===== config.mk =====
export PLATFORM = sky130hd
export DESIGN_NAME = lif_spike_monitor_flat
export DESIGN_NICKNAME = d
export VERILOG_FILES = /design/src/rtl/lif_spike_monitor_if.sv /design/src/rtl/lif_spike_monitor.sv /design/src/flat_wrapper.sv
export SDC_FILE = /design/constraint.sdc
export NUM_CORES = 1
export LEC_CHECK = 0
export ABC_AREA = 1
export CAP_MARGIN = 25
export CELL_PAD_IN_SITES_DETAIL_PLACEMENT = 0
export CELL_PAD_IN_SITES_GLOBAL_PLACEMENT = 1
export CORE_ASPECT_RATIO = 0.6
export CORE_MARGIN = 8
export CORE_UTILIZATION = 45
export CTS_BUF_LIST = sky130_fd_sc_hd__clkbuf_2 sky130_fd_sc_hd__clkbuf_4 sky130_fd_sc_hd__clkbuf_8
export DETAILED_ROUTE_END_ITERATION = 7
export PLACE_DENSITY = 0.81
export SLEW_MARGIN = 10
export SYNTH_ARGS = -nofsm -noshare
export SYNTH_HDL_FRONTEND = slang
export SYNTH_SLANG_ARGS = --single-unit

===== constraint.sdc =====
create_clock -name clk -period 3.6 [get_ports clk]
set_clock_uncertainty 0.2 [all_clocks]
set_input_delay 0.72 -clock clk [delete_from_list [all_inputs] [get_ports clk]]
set_output_delay 0.72 -clock clk [all_outputs]
set_load 0.02 [all_outputs]

===== src/rtl/lif_spike_monitor_if.sv =====
// Byte-wide valid/ready record channel from the spike monitor to its consumer.
// master drives valid/data/last; slave returns ready.
interface lif_spike_monitor_if;
  logic       out_valid;
  logic       out_ready;
  logic [7:0] out_data;
  logic       out_last;

  modport master (output out_valid, output out_data, output out_last, input out_ready);
  modport slave  (input out_valid, input out_data, input out_last, output out_ready);
endinterface


===== src/rtl/lif_spike_monitor.sv =====
// Spike monitor: counts spike rising edges per window, tracks inter-spike intervals and
// streams a {count, min_isi, last_isi} record per window over a byte channel.
//
//   state    | meaning
//   ---------+---------------------------------------------------------------
//   CNT_IDLE | not counting; cyc, count, have_prev, isi_cnt cleared
//   CNT_RUN  | counting spikes, cyc runs 0..window_len-1
//   OUT_IDLE | no record pending, out_valid low
//   OUT_B0   | presenting spike count
//   OUT_B1   | presenting min ISI
//   OUT_B2   | presenting last ISI with out_last
module lif_spike_monitor #(
  parameter int WIN_W      = 8,
  parameter bit SYNC_SPIKE = 1'b0
) (
  input  logic                clk,
  input  logic                rst,
  input  logic                en,
  input  logic                spike_in,
  input  logic [WIN_W-1:0]    window_len,
  input  logic                clear,
  lif_spike_monitor_if.master out_if,
  output logic                overrun,
  output logic [7:0]          live_count
);

  typedef enum logic {CNT_IDLE, CNT_RUN} cnt_state_t;
  typedef enum logic [1:0] {OUT_IDLE, OUT_B0, OUT_B1, OUT_B2} out_state_t;

  cnt_state_t cnt_st, cnt_nxt;
  out_state_t out_st, out_nxt;

  logic             s, s_d, spk;
  logic [WIN_W-1:0] cyc;
  logic [7:0]       count, min_isi, last_isi, isi_cnt;
  logic             have_prev;
  logic [7:0]       rec_count, rec_min, rec_last;
  logic [7:0]       data_mux;
  logic             last_mux;

  generate
    if (SYNC_SPIKE) begin : g_sync
      logic [1:0] sync_q;
      always_ff @(posedge clk or negedge rst) begin
        if (!rst)       sync_q <= '0;
        else if (clear) sync_q <= '0;
        else            sync_q <= {sync_q[0], spike_in};
      end
      assign s = sync_q[1];
    end else begin : g_direct
      assign s = spike_in;
    end
  endgenerate

  assign spk = s & ~s_d;

  logic       run, active, win_end, spk_cnt, isi_hit, load;
  logic [7:0] isi, count_inc, min_upd, last_upd;

  assign run       = en && (window_len != '0);
  assign active    = (cnt_st == CNT_RUN) && run;
  // >= rather than == so a shortened window_len ends the window at once
  assign win_end   = active && (cyc >= window_len - WIN_W'(1));
  assign spk_cnt   = active && spk;
  assign isi       = isi_cnt + 8'd1;
  assign isi_hit   = spk_cnt && have_prev;
  assign count_inc = (spk_cnt && count != 8'hFF) ? count + 8'd1 : count;
  assign min_upd   = (isi_hit && isi < min_isi) ? isi : min_isi;
  assign last_upd  = isi_hit ? isi : last_isi;
  assign load      = win_end &&
                     ((out_st == OUT_IDLE) || (out_st == OUT_B2 && out_if.out_ready));

  always_ff @(posedge clk or negedge rst) begin
    if (!rst) begin
      cnt_st <= CNT_IDLE;
      out_st <= OUT_IDLE;
    end else begin
      cnt_st <= cnt_nxt;
      out_st <= out_nxt;
    end
  end

  always_comb begin
    cnt_nxt = cnt_st;
    case (cnt_st)
      CNT_IDLE: if (run)  cnt_nxt = CNT_RUN;
      CNT_RUN:  if (!run) cnt_nxt = CNT_IDLE;
      default:  cnt_nxt = CNT_IDLE;
    endcase
    if (clear) cnt_nxt = CNT_IDLE;
  end

  always_comb begin
    out_nxt  = out_st;
    data_mux = 8'h00;
    last_mux = 1'b0;
    case (out_st)
      OUT_IDLE: if (load) out_nxt = OUT_B0;
      OUT_B0: begin
        data_mux = rec_count;
        if (out_if.out_ready) out_nxt = OUT_B1;
      end
      OUT_B1: begin
        data_mux = rec_min;
        if (out_if.out_ready) out_nxt = OUT_B2;
      end
      OUT_B2: begin
        data_mux = rec_last;
        last_mux = 1'b1;
        if (out_if.out_ready) out_nxt = load ? OUT_B0 : OUT_IDLE;
      end
      default: out_nxt = OUT_IDLE;
    endcase
    if (clear) out_nxt = OUT_IDLE;
  end

  assign out_if.out_valid = (out_st != OUT_IDLE);
  assign out_if.out_data  = data_mux;
  assign out_if.out_last  = last_mux;
  assign live_count       = count;

  always_ff @(posedge clk or negedge rst) begin
    if (!rst) begin
      s_d       <= 1'b0;
      cyc       <= '0;
      count     <= 8'h00;
      min_isi   <= 8'hFF;
      last_isi  <= 8'h00;
      isi_cnt   <= 8'h00;
      have_prev <= 1'b0;
      rec_count <= 8'h00;
      rec_min   <= 8'h00;
      rec_last  <= 8'h00;
      overrun   <= 1'b0;
    end else if (clear) begin
      s_d       <= 1'b0;
      cyc       <= '0;
      count     <= 8'h00;
      min_isi   <= 8'hFF;
      last_isi  <= 8'h00;
      isi_cnt   <= 8'h00;
      have_prev <= 1'b0;
      rec_count <= 8'h00;
      rec_min   <= 8'h00;
      rec_last  <= 8'h00;
      overrun   <= 1'b0;
    end else begin
      s_d <= s;
      if (!active) begin
        cyc       <= '0;
        count     <= 8'h00;
        min_isi   <= 8'hFF;
        isi_cnt   <= 8'h00;
        have_prev <= 1'b0;
      end else begin
        have_prev <= have_prev | spk;
        isi_cnt   <= spk ? 8'h00 : ((isi_cnt == 8'd254) ? isi_cnt : isi_cnt + 8'd1);
        last_isi  <= last_upd;
        if (win_end) begin
          cyc     <= '0;
          count   <= 8'h00;
          min_isi <= 8'hFF;
        end else begin
          cyc     <= cyc + WIN_W'(1);
          count   <= count_inc;
          min_isi <= min_upd;
        end
      end
      // snapshot includes the window-end spike
      if (load) begin
        rec_count <= count_inc;
        rec_min   <= min_upd;
        rec_last  <= last_upd;
      end
      if (win_end && !load) overrun <= 1'b1;
    end
  end

endmodule


===== src/flat_wrapper.sv =====
// flat-port wrapper written by rule: the top's interface ports become plain ports
module lif_spike_monitor_flat 
#(
  parameter int WIN_W      = 8,
  parameter bit SYNC_SPIKE = 1'b0
)
  (clk, rst, en, spike_in, window_len, clear, overrun, live_count, out_if_out_valid, out_if_out_data, out_if_out_last, out_if_out_ready);
  lif_spike_monitor_if out_if_i ();
  input  logic clk;
  input  logic rst;
  input  logic en;
  input  logic spike_in;
  input  logic [WIN_W-1:0] window_len;
  input  logic clear;
  output logic overrun;
  output logic [7:0] live_count;
  output wire logic [$bits(out_if_i.out_valid)-1:0] out_if_out_valid;
  output wire logic [$bits(out_if_i.out_data)-1:0] out_if_out_data;
  output wire logic [$bits(out_if_i.out_last)-1:0] out_if_out_last;
  input wire logic [$bits(out_if_i.out_ready)-1:0] out_if_out_ready;
  assign out_if_out_valid = out_if_i.out_valid;
  assign out_if_out_data = out_if_i.out_data;
  assign out_if_out_last = out_if_i.out_last;
  assign out_if_i.out_ready = out_if_out_ready;
  lif_spike_monitor #(.WIN_W(WIN_W), .SYNC_SPIKE(SYNC_SPIKE)) u_core (.clk(clk), .rst(rst), .en(en), .spike_in(spike_in), .window_len(window_len), .clear(clear), .out_if(out_if_i), .overrun(overrun), .live_count(live_count));
endmodule

==> flow_summary.yaml, run 1 <==
worst_setup_path:
  crit_chain: "inv_1 -> ha_1 -> nand2_1 -> nand3_1 -> nand2_1 -> inv_1 -> clkdlybuf4s50_1"
  rrSetupSlack_ns: 0.53
  cp-start-kind: "flop"
  reg2reg_from: "u_core.isi_cnt[0]"
  crit_path_top_delay_cell: "clkdlybuf4s50_1"
  cp_num_buf_inv: 3
  worstSetupPathType: "flop to primary output"
  r2r_end: "u_core.rec_min[2]"
  crit_fanout: 9
  arrival_ns: 2.34
  slowest_delay_ns: 0.59
  cp.required_ns: 2.68
  critPathTopFamily: "buffers and inverters"
  reg2regPathDepth: 14
  endpoint_kind: "primary output"
routing:
  ant_nets: 0
  drtPass1Iterations: 4
  wl_mm: 9.978
  first_iter_violations: 285
  route.detailed.wl_per_inst_um: 14.65
  via_per_inst: 5.019
  drc_errors: 0
  vias: 3418
floorplan:
  coreArea_mm2: 0.008621
  die_h_um: 89.55
  die_area_mm2: 0.01241
  num_io_pins: 33
  num_rows: 26
  start_util: 0.4705
  die_w_um: 138.6
power:
  leakage_nw: 2.594
  peakVddDrop_mv: 0.2197
  powerDensity_mw_per_mm2: 370.8
logic_synthesis:
  synth_cells: 520
  yosys_warnings: 0
  synth.area.top_cells: "dfrtp_1, nand2_1, ha_1"
  synthSimpleGateAreaFrac: 0.2940
  yosysUniqueCellTypes: 37
  syn_nets: 560
  synthAdderAreaFrac: 0.08020
  synth_top_family_by_area: "simple AND/OR/NAND/NOR gates"
  netlist_top_cells_count: "nand2_1, inv_1, dfrtp_1"
  synthMostInstantiatedCell: "nand2_1"
  yosys-mux-area-fraction: 0
  seq_area_frac_synth: 0.4343
  synth_xor_xnor_area_share: 0.04534
  synthesis.area_mm2: 0.004056
  synth-edff-count: 0
  synth_top_area_cell: "dfrtp_1"
  synth_compound_area_frac: 0.05521
  syn_area_per_cell_um2: 7.801
  ys_ff_latch: 70
  synth.top_cell.area_share: 0.3825
  synthArstFlopShare: 1.000
  synth-main-ff-cell: "dfrtp_1"
cts:
  cts_tree: "yes"
  cts_sinks: 70
  hold_buffers: 0
  cts_buffers: 9
  cts.clk_slew.worst_paths_ns: 0.07
  worstSkewPairLatency_ns: 0.34
  cts_post_setup_buffers_inserted: 0
  clockRootBuffer: "clkbuf_8"
  cts_buffer_depth: 2
  h-tree-depth: 3
  post_cts_resized: 0
place:
  pre_cts_ws_ns: 0.09189
  port_buffers: 32
  place_inst: 665
  gp_congestion: 0.8581
  dp_hpwl_mm: 7.685
sta:
  worst_pin_slew_ns: 0.7305
  post-route-period-util: 0.9049
  slew_viol_final: 0
  setup_ws_ns: 0.3424
  slew-limit-headroom: 0.5089
  fin_crit_ns: 3.258
  rsz0062_at_grt: "no"
  hold_ws_ns: 0.1821
  fin_tns_setup_ns: 0
  setup_viol: 0
  hold_violations: 0
  fmax_mhz: 307.0
global_route:
  gr-total-overflow: 0
  grt_pass1_vias: 3142
  track_usage: 0.1686
  grt_pass1_wl_mm: 16.59
  antenna_found_initial: 0
  grt_max_degree: 71
run_status:
  status: "finished clean"
final_layout:
  fin_nets: 604
  finalNonFillerCells: 681
  drive_above_1_share: 0.09666
  area_growth_pct: 17.92
  final_core_util: 0.5549
  antenna_cells: 0
job:
  cap_violations: 0
hold_path:
  hold_class: "input port to async pin"
per-stage QoR:
| step | power (mW) | instance area [um^2] |
|---|---|---|
| after floorplan | 1.002 | 4056 |
| after global placement | 1.117 | 4574 |
| after detailed placement | 1.122 | 4574 |
| after CTS | 1.790 | 4783 |
| after global routing | 1.859 | 4783 |
| final | 1.774 | 4783 |
how the worst max path moves through the flow:
stage                 startpoint             endpoint  slack, ns  cells after the start
2_1_floorplan      window_len[0]  u_core.rec_count[5]       0.70                     16
3_3_place_gp       window_len[0]  u_core.rec_count[5]       0.14                     17
3_5_place_dp       window_len[0]  u_core.rec_count[2]       0.09                     17
4_1_cts         u_core.out_st[1]   out_if_out_data[6]       0.36                      7
5_1_grt        u_core.isi_cnt[0]    u_core.rec_min[2]       0.18                     14
6_report        u_core.out_st[1]   out_if_out_data[6]       0.34                      7
sequential cells by signal, summed over array words and instances, names as in the netlist:
| signal | count |
|---|---|
| u_core.s_d | 1 |
| u_core.have_prev | 1 |
| u_core.rec_min | 8 |
| u_core.cyc | 8 |
| u_core.isi_cnt | 8 |
| u_core.rec_last | 8 |
| u_core.last_isi | 8 |
| u_core.live_count | 8 |
| u_core.out_st | 2 |
| u_core.cnt_st | 1 |
| u_core.overrun | 1 |
| u_core.rec_count | 8 |
| u_core.min_isi | 8 |
logic make-up after synthesis:
group                    Yosys count
AO/OA/AOI/OAI                     41
XOR/XNOR                          21
adder cells (fa/ha/maj)           26
buffers and inverters             92
flip-flops                        70
AND/OR/NAND/NOR                  270
report_power, final:
group,switching (mW),internal (mW)
Sequential,0.0155,0.800
Clock,0.292,0.373
Combinational,0.198,0.0967
Total,0.505,1.27
area by class of cell:
cell class,count,area [um^2]
fillers,801,3837
flip-flops and latches,70,1762
multi-input cells,358,1926
inverters,81,304.0
repair buffers,44,442.9
well taps,112,140.1
clock inverters,3,42.54
clock buffers,13,166.4
placed cells by master, fill, tap and decap left out, types with 2 or more instances in the layout:
master and instances:
nand3_1 46, o211ai_1 2, buf_4 9, nand3_4 2, clkbuf_4 2, inv_2 6, nand4_1 6, o21ai_1 16
nand2_2 3, buf_12 3, dfstp_2 8, clkbuf_8 11, nor2_1 35, xnor2_1 4, xor2_1 17, inv_1 74
nand3b_1 2, o21ai_0 9, clkdlybuf4s50_1 31, dfrtp_1 62, a21oi_1 9, nor3_1 5, ha_1 26, nand2_1 164
worst register-to-register path, cell delays in order (launching register included):
cell and delay [ns]:
dfrtp_1 0.50, nand3_1 0.17, nor2_1 0.15, nand2_1 0.08
xor2_1 0.25, inv_1 0.15, ha_1 0.32, a21oi_1 0.13
o21ai_0 0.11, a21oi_2 0.34, nand2_2 0.26, nand2_1 0.15
nand2_1 0.06, nand2_1 0.05, nand2_1 0.06
layer usage:
metal  up-vias  GRT usage  share of wire
met5         -          0              0
met3         6    0.04668          0.052
li1       1714          -              -
met2        72     0.2332           0.38
met1      1626     0.2527           0.56
met4         0    0.03039         0.0057
No activity file was read; power rests on OpenSTA's default activity.
==> run 2: changes to the inputs <==
==> constraint.sdc (replaced) <==
create_clock -name clk -period 3.6 [get_ports clk]
set_clock_uncertainty 0.2 [all_clocks]
set_input_delay 1.08 -clock clk [delete_from_list [all_inputs] [get_ports clk]]
set_output_delay 1.08 -clock clk [all_outputs]
set_load 0.02 [all_outputs]
==> run 2 against run 1 <==
Non-clock buffer count rose by 17. Critical path depth fell by 1. Via count rose by 3.2%. Total power rose by 0.43%. Setup slack got worse by 0.25 ns. Routed wire length rose by 4.0%. Critical path type unchanged. Largest cell class unchanged.
==> flow_summary.yaml, run 2 (synthesized netlist as in run 1, its figures left out) <==
routing:
  via_per_inst: 5.053
  wl_mm: 10.38
  vias: 3527
  route.detailed.wl_per_inst_um: 14.87
  first_iter_violations: 234
  drc_errors: 0
  drtPass1Iterations: 5
  ant_nets: 0
worst_setup_path:
  crit_fanout: 9
  reg2reg_from: "u_core.isi_cnt[0]"
  crit_path_end: "out_if_out_data[5]"
  reg2regPathDepth: 14
  arrival_ns: 2.23
  cp.required_ns: 2.32
  r2r_end: "u_core.rec_min[0]"
  cp-startpoint: "u_core.out_st[0]"
  endpoint_kind: "primary output"
  cp-start-kind: "flop"
  worstSetupPathType: "flop to primary output"
  rrSetupSlack_ns: 0.58
cts:
  cts.clk_slew.worst_paths_ns: 0.08
  cts_sinks: 70
  cts_buffers: 9
  cts_buffer_depth: 2
  worstSkewPairLatency_ns: 0.36
  h-tree-depth: 3
  cts_tree: "yes"
  clockRootBuffer: "clkbuf_8"
floorplan:
  coreArea_mm2: 0.008621
  num_rows: 26
  die_h_um: 89.55
  start_util: 0.4705
  num_io_pins: 33
  die_area_mm2: 0.01241
  die_w_um: 138.6
final_layout:
  fin_area_mm2: 0.004962
  antenna_cells: 0
  layout_commonest_cell: "nand2_1"
  final_cell_mix: "nand2_1, inv_1, dfrtp_1"
  final_core_util: 0.5756
  finalNonFillerCells: 698
  fillers: 776
  area_growth_pct: 22.33
  drive_above_1_share: 0.1365
  fin_nets: 621
run_status:
  status: "finished clean"
sta:
  post-route-period-util: 0.9742
  worst_pin_slew_ns: 0.3972
  hold_violations: 0
  fmax_mhz: 285.1
  hold_ws_ns: 0.2887
  slew-limit-headroom: 0.7324
  fin_tns_setup_ns: 0
  fin_crit_ns: 3.507
  slew_viol_final: 0
  setup_ws_ns: 0.09277
  setup_viol: 0
power:
  peakVddDrop_mv: 0.1855
  powerDensity_mw_per_mm2: 359.0
  leakage_nw: 2.678
  power_mw: 1.782
global_route:
  grt_max_degree: 71
  track_usage: 0.1721
  gr-total-overflow: 0
  grt_pass1_vias: 3323
  grt_pass1_wl_mm: 16.89
  antenna_found_initial: 0
place:
  gp_congestion: 0.8014
  dpl_cell_area_mm2: 0.004667
  port_buffers: 32
  place_inst: 679
  pre_cts_ws_ns: -0.1710
  dp_hpwl_mm: 7.819
hold_path:
  hold_class: "flop to flop"
  holdPathStages: 2
job:
  cap_violations: 0
run 2: changes by cell type in the layout (fill, tap and decap cells not counted), sizes merged:
cell / previous run / this run
buf: 13 / 28
clkinvlp: 1 / 3
clkdlybuf4s50: 31 / 30
clkbuf: 13 / 11
clkinv: 2 / 4
dlymetal6s2s: 0 / 1
run 2: per-layer routing:
metal  global-route usage  up-vias  routed length [um]
met3              0.04562       11                 707
met2               0.2380       87                4014
met1               0.2542     1676                5558
met4              0.04706        0                 101
met5                    0        -                   0
li1                     -     1753                   -
run 2: what timing repair did:
| item | CTS | global route |
|---|---|---|
| endpoints found under the hold margin | 0 | 0 |
| gates resized for setup | 0 | 12 |
| endpoints found under the setup margin | 0 | 35 |
| setup buffers | 0 | 1 |
| hold buffers | 0 | 0 |
run 2: layout make-up:
cell class              instances  area (um^2)  area share
well taps                     112        140.1     0.02824
multi-input cells             358         1966      0.3961
repair buffers                 61        595.6      0.1200
clock inverters                 7        65.06     0.01311
flip-flops and latches         70         1762      0.3550
inverters                      81        310.3     0.06253
clock buffers                   9        123.9     0.02496
run 2: how the worst min path moves through the flow:
stage	start	slack (ns)	endpoint
detailed placement	u_core.rec_min[2]	0.27	u_core.rec_min[2]
global route	u_core.rec_min[1]	0.31	u_core.rec_min[1]
CTS	u_core.rec_min[1]	0.29	u_core.rec_min[1]
floorplan	u_core.cyc[0]	0.25	u_core.cyc[0]
finish	u_core.rec_min[1]	0.29	u_core.rec_min[1]
global placement	u_core.rec_min[2]	0.27	u_core.rec_min[2]
run 2: worst max-delay path: stages (launching register included):
cell and delay [ns]:
dfrtp_1 0.46, inv_1 0.20, ha_1 0.22, clkinvlp_4 0.23
nand2_1 0.18, inv_1 0.05, clkdlybuf4s50_1 0.53
run 2: power by group:
group,switching [mW],internal [mW],leakage [nW]
Combinational,0.214,0.124,1.64
Clock,0.310,0.314,0.0948
Sequential,0.0197,0.799,0.946
==> run 3: changes to the inputs <==
--- a/config.mk
+++ b/config.mk
@@ -19,3 +19,4 @@
 export SYNTH_ARGS = -nofsm -noshare
 export SYNTH_HDL_FRONTEND = slang
 export SYNTH_SLANG_ARGS = --single-unit
+export TNS_END_PERCENT = 5
==> run 3 against run 2 <==
Global-route usage is the same. Register-to-register slack improved by 0.03 ns. Routed wire length is 2.8% lower. Sequential cell count unchanged. Via count decreased by 0.28%. Worst hold slack improved by 0.00066 ns. First-iteration DRC count up 12%. Count of clock-buffer cells in the layout did not move. Final area decreased by 1.7%. Utilization shrank 1.0 points.
==> flow_summary.yaml, run 3 (synthesized netlist as in run 1, its figures left out) <==
run_status:
  status: "finished clean"
floorplan:
  num_rows: 26
  num_io_pins: 33
  start_util: 0.4705
  die_area_mm2: 0.01241
  die_w_um: 138.6
  coreArea_mm2: 0.008621
  die_h_um: 89.55
power:
  switching_share: 0.3007
  clock_power_share: 0.358
  leakage_nw: 2.637
  switching_power_uw: 524.2
  pwr-share-comb: 0.175
  sequentialPowerShare: 0.467
  powerDensity_mw_per_mm2: 357.5
  power_mw: 1.743
  peakVddDrop_mv: 0.1787
  cellInternalPower_mw: 1.219
sta:
  rsz0062_at_grt: "yes"
  post-route-period-util: 0.9694
  fin_tns_setup_ns: 0
  slew_viol_final: 0
  hold_violations: 0
  setup_viol: 0
  fmax_mhz: 286.5
  worst_pin_slew_ns: 0.3914
  slew-limit-headroom: 0.7390
  fin_crit_ns: 3.490
place:
  gp_congestion: 0.8014
  dpl_cell_area_mm2: 0.004667
  port_buffers: 32
  dp_hpwl_mm: 7.819
hold_path:
  hold_class: "flop to flop"
worst_setup_path:
  cp-start-kind: "flop"
  worstSetupPathType: "flop to primary output"
  arrival_ns: 2.21
  endpoint_kind: "primary output"
  crit_fanout: 9
  cp.required_ns: 2.32
cts:
  cts_buffers: 9
  cts_tree: "yes"
  cts_sinks: 70
  worstSkewPairLatency_ns: 0.36
  cts.clk_slew.worst_paths_ns: 0.08
  cts_buffer_depth: 2
  h-tree-depth: 3
  clockRootBuffer: "clkbuf_8"
routing:
  ant_nets: 0
  drtPass1Iterations: 4
  vias: 3517
  route.detailed.wl_per_inst_um: 14.52
  via_per_inst: 5.060
  drc_errors: 0
  first_iter_violations: 262
  wl_mm: 10.09
final_layout:
  final_core_util: 0.5656
  fin_nets: 618
  final_cell_mix: "nand2_1, inv_1, dfrtp_1"
  drive_above_1_share: 0.1321
  area_growth_pct: 20.20
  fillers: 787
  fin_area_mm2: 0.004876
  antenna_cells: 0
  layout_commonest_cell: "nand2_1"
global_route:
  grt_pass1_wl_mm: 16.89
  gr-total-overflow: 0
  antenna_found_initial: 0
  track_usage: 0.1721
  grt_max_degree: 71
  grt_pass1_vias: 3323
job:
  cap_violations: 0
==> run 3: final cells by class <==
| type | instances | area (um^2) | share of cell area |
|---|---|---|---|
| Timing Repair Buffer | 58 | 535.5 | 0.1098 |
| Sequential cell | 70 | 1762 | 0.3613 |
| Inverter | 81 | 304.0 | 0.06236 |
| Multi-Input combinational cell | 358 | 1946 | 0.3990 |
| Clock inverter | 7 | 65.06 | 0.01334 |
| Clock buffer | 9 | 123.9 | 0.02540 |
| Tap cell | 112 | 140.1 | 0.02874 |
==> run 3: final timing paths <==
kind                                    from                  to  slack (ns)  depth (start not counted)
max                         u_core.out_st[1]  out_if_out_data[6]        0.11                          7
min                        u_core.rec_min[1]   u_core.rec_min[1]        0.29                          2
max reg2reg                u_core.isi_cnt[0]   u_core.rec_min[0]        0.61                         14
min reg2reg                u_core.rec_min[1]   u_core.rec_min[1]        0.29                          2
max in group asynchronous                rst   u_core.min_isi[5]        2.31                          2
min in group asynchronous                rst       u_core.cyc[6]        0.51                          2
==> run 3: critical path, cell delays in order, from the launching register on <==
cell and delay (ns):
dfrtp_1 0.42, inv_1 0.13, ha_2 0.30, nand2_1 0.17, nand3_1 0.12, nand2_1 0.06, inv_1 0.06, clkdlybuf4s50_1 0.59
==> run 3: what timing repair did <==
| item | 4_1_cts | 5_1_grt |
|---|---|---|
| endpoints found under the setup margin | 0 | 35 |
| resized for setup | 0 | 8 |
| hold buffers | 0 | 0 |
| setup buffers | 0 | 0 |
==> run 3: power by group through the flow <==
stage | combinational (mW) | clock [mW] | sequential, mW
3_5_place_dp | 0.298 | 0 | 0.829
4_1_cts | 0.300 | 0.641 | 0.814
5_1_grt | 0.340 | 0.671 | 0.818
6_report | 0.306 | 0.623 | 0.814
2_1_floorplan | 0.176 | 0 | 0.826
3_3_place_gp | 0.296 | 0 | 0.828
==> run 3: per-stage QoR <==
step                cells  worst slack, ns  hold WS, ns
detailed placement    679          -0.1710       0.2731
global route          695         -0.03855       0.3120
CTS                   695         0.001897       0.2923
finish                695           0.1101       0.2894
global placement      679          -0.1085       0.2656
floorplan             520           0.3418       0.2489
==> run 3: routing by layer <==
metal	track usage	up-vias	wire length (um)
met3	0.04562	11	500
met4	0.04706	0	105
li1	-	1742	-
met2	0.2380	82	3873
met1	0.2542	1682	5612
met5	0	-	0
==> RTL edit, RTL diff (config.mk and constraints of run 2) <==
Re-encode `out_state_t` (4 states) as Gray code, 2 bits wide.
--- a/src/rtl/lif_spike_monitor.sv
+++ b/src/rtl/lif_spike_monitor.sv
@@ -27,3 +27,3 @@
   typedef enum logic {CNT_IDLE, CNT_RUN} cnt_state_t;
-  typedef enum logic [1:0] {OUT_IDLE, OUT_B0, OUT_B1, OUT_B2} out_state_t;
+  typedef enum logic [1:0] {OUT_IDLE = 2'b00, OUT_B0 = 2'b01, OUT_B1 = 2'b11, OUT_B2 = 2'b10} out_state_t;
 
Behaviour: same outputs for any inputs over 10 cycles, from zero or initial values and one cycle with rst low; not proved beyond that.
==> RTL edit against run 2 <==
Design area is 0.18% lower. Synthesized area is 0.77% higher. Sequential cell count stayed put. Non-clock buffer count stayed put. Wire length is 3.3% lower. Worst setup slack better by 0.037 ns.
Power is not compared: it rests on default switching activity, and its combinational part moved more than twofold at a synthesized area within 25%.
==> RTL edit: results (changes against run 2) <==
Status: finished clean
Crit Path Max Fanout: 8 (-1)
Worst hold slack: 0.283 ns (-0.00592 ns)
CTS Root Cell: clkbuf_8
Synth cell types: 33 (-11%)
NumNets Final: 641 (+3.2%)
Dpl ws: -0.447 ns (-0.276 ns)
R2R depth: 15 (+1)
Grt met1 use: 25.9% (+0.51 points)
Max_slew headroom: 68.0% (-5.2 points)
Arrival time worst endpoint: 3.56 ns (+1.33 ns)
Vias per inst: 4.91 (-2.9%)
Worst vdd ir: 0.206 mV
Share of flip-flops with an asynchronous set or reset: 100% (unchanged)
Antenna violations before repair: 0 (unchanged)
IO buf count: 32 (unchanged)
Cell Area, Placed: 4740 um^2 (+1.6%)
Reg2reg setup slack: 0.60 ns (+0.02 ns)
Routability Congestion: 0.814 (+1.6%)
Routing usage on met2: 23.1% (-0.72 points)
# fillers: 851 (+9.7%)
Top cells by count, synth: 192 x nand2_1, 74 x inv_1, 62 x dfrtp_1
Clock Tree Buf Depth: 2 (unchanged)
GR Layer Usage met3: 5.59% (+1.0 points)
Initial DRT Pass Iterations: 5 (unchanged)
Period utilisation layout: 96.4% (-1.0 points)
Syn_nets: 580 (+3.6%)
Leak: 2.72 nW
Global Route Usage Sum: 17.2% (+0.028 points)
DP Wirelength: 7720 um (-1.3%)
# diodes: 0 (unchanged)
Clock Latency Late Sink: 0.35 ns
First-pass GRT wire length: 17400 um (+2.9%)
H-tree depth: 3 (unchanged)
Postcts setup bufs: 0 (unchanged)
Clock slew at reported path FFs: 0.07 ns
Total congestion overflow: 0 (unchanged)
Largest net degree at the start of global routing: 71 (unchanged)
Sequential area share after synthesis: 43.1% (-0.33 points)
Initial DRC Count: 245 (+4.7%)
Final WL: 10000 um (-3.3%)
Yosys warns: 0 (unchanged)
Synth top area cells: dfrtp_1 38%, nand2_1 18%, inv_1 6.8%
Fraction of layout instances using a drive strength above 1: 12.3% (-1.4 points)
Total CTS buffers: 9 (unchanged)
WHS Path Cells: 2 (unchanged)
Tightest Hold Check Type: register to register
Vias in the first global route: 3463 (+4.2%)
[RTL edit: repair_timing]
action / 4_1_cts / 5_1_grt
endpoints found under the hold margin: 0 / 0
gates resized for setup: 1 / 4
setup endpoints to repair: 11 / 23
[RTL edit: area by class of cell]
cell class | instances | share of cell area [%]
multi-input combinational | 385 | 40.1
timing repair buffer | 61 | 11.5
sequential | 70 | 35.6
inverter | 79 | 5.99
clock inverter | 4 | 0.960
tap | 116 | 2.93
clock buffer | 12 | 2.96
[RTL edit: kinds of logic after synthesis]
| kind of cell | Yosys count | synth area share (%) |
|---|---|---|
| compound gates | 20 | 2.75 |
| xor+xnor | 18 | 3.86 |
| fa+ha+maj | 21 | 6.43 |
| buf+inv | 90 | 8.75 |
| flops | 70 | 43.1 |
| simple gates | 326 | 35.1 |
[RTL edit: where the power goes]
group | switching (mW) | internal, mW | total, mW
clock network | 0.290 | 0.341 | 0.631
logic | 0.0847 | 0.0520 | 0.137
registers | 0.00605 | 0.791 | 0.797
[RTL edit: per-layer routing]
layer,vias to the layer above,wire (um)
met4,0,26
met2,65,4060
met5,-,0
met1,1671,5290
li1,1830,-
met3,2,666
[RTL edit: stage by stage]
| stage | std cells | utilization, % | total power, mW | setup TNS (ns) |
|---|---|---|---|---|
| finish | 727 | 55.1 | 1.56 | 0 |
| global route | 727 | 55.1 | 1.65 | -0.00338 |
| floorplan | 545 | - | 0.878 | 0 |
| CTS | 727 | 55.0 | 1.59 | 0 |
| global placement | 711 | 52.8 | 0.948 | -5.56 |
| detailed placement | 711 | 52.8 | 0.949 | -7.68 |
[RTL edit: path summary, 6_finish.rpt]
kind,from,endpoint
worst min register to register,u_core.rec_min[1]$_DFFE_PN0P_,u_core.rec_min[1]$_DFFE_PN0P_
worst max register to register,u_core.isi_cnt[0]$_DFFE_PN0P_,u_core.rec_min[4]$_DFFE_PN0P_
worst min-delay path,u_core.rec_min[1]$_DFFE_PN0P_,u_core.rec_min[1]$_DFFE_PN0P_
min in group asynchronous,rst,u_core.cyc[5]$_DFF_PN0_
worst max-delay path,window_len[2],u_core.rec_last[5]$_DFFE_PN0P_
max in group asynchronous,rst,u_core.min_isi[5]$_DFF_PN1_
[RTL edit: worst max-delay path, stage by stage]
cell and delay (ns):
clkdlybuf4s50_1 0.42, buf_4 0.15, nor2_1 0.16, nand2_2 0.08, inv_2 0.06, nand2_1 0.05
xnor2_1 0.13, inv_1 0.05, ha_1 0.26, nand2_1 0.06, o21a_1 0.20, nand2_1 0.12
nand2_1 0.12, nor2_4 0.15, buf_12 0.13, nand4_1 0.20, nand2_1 0.12
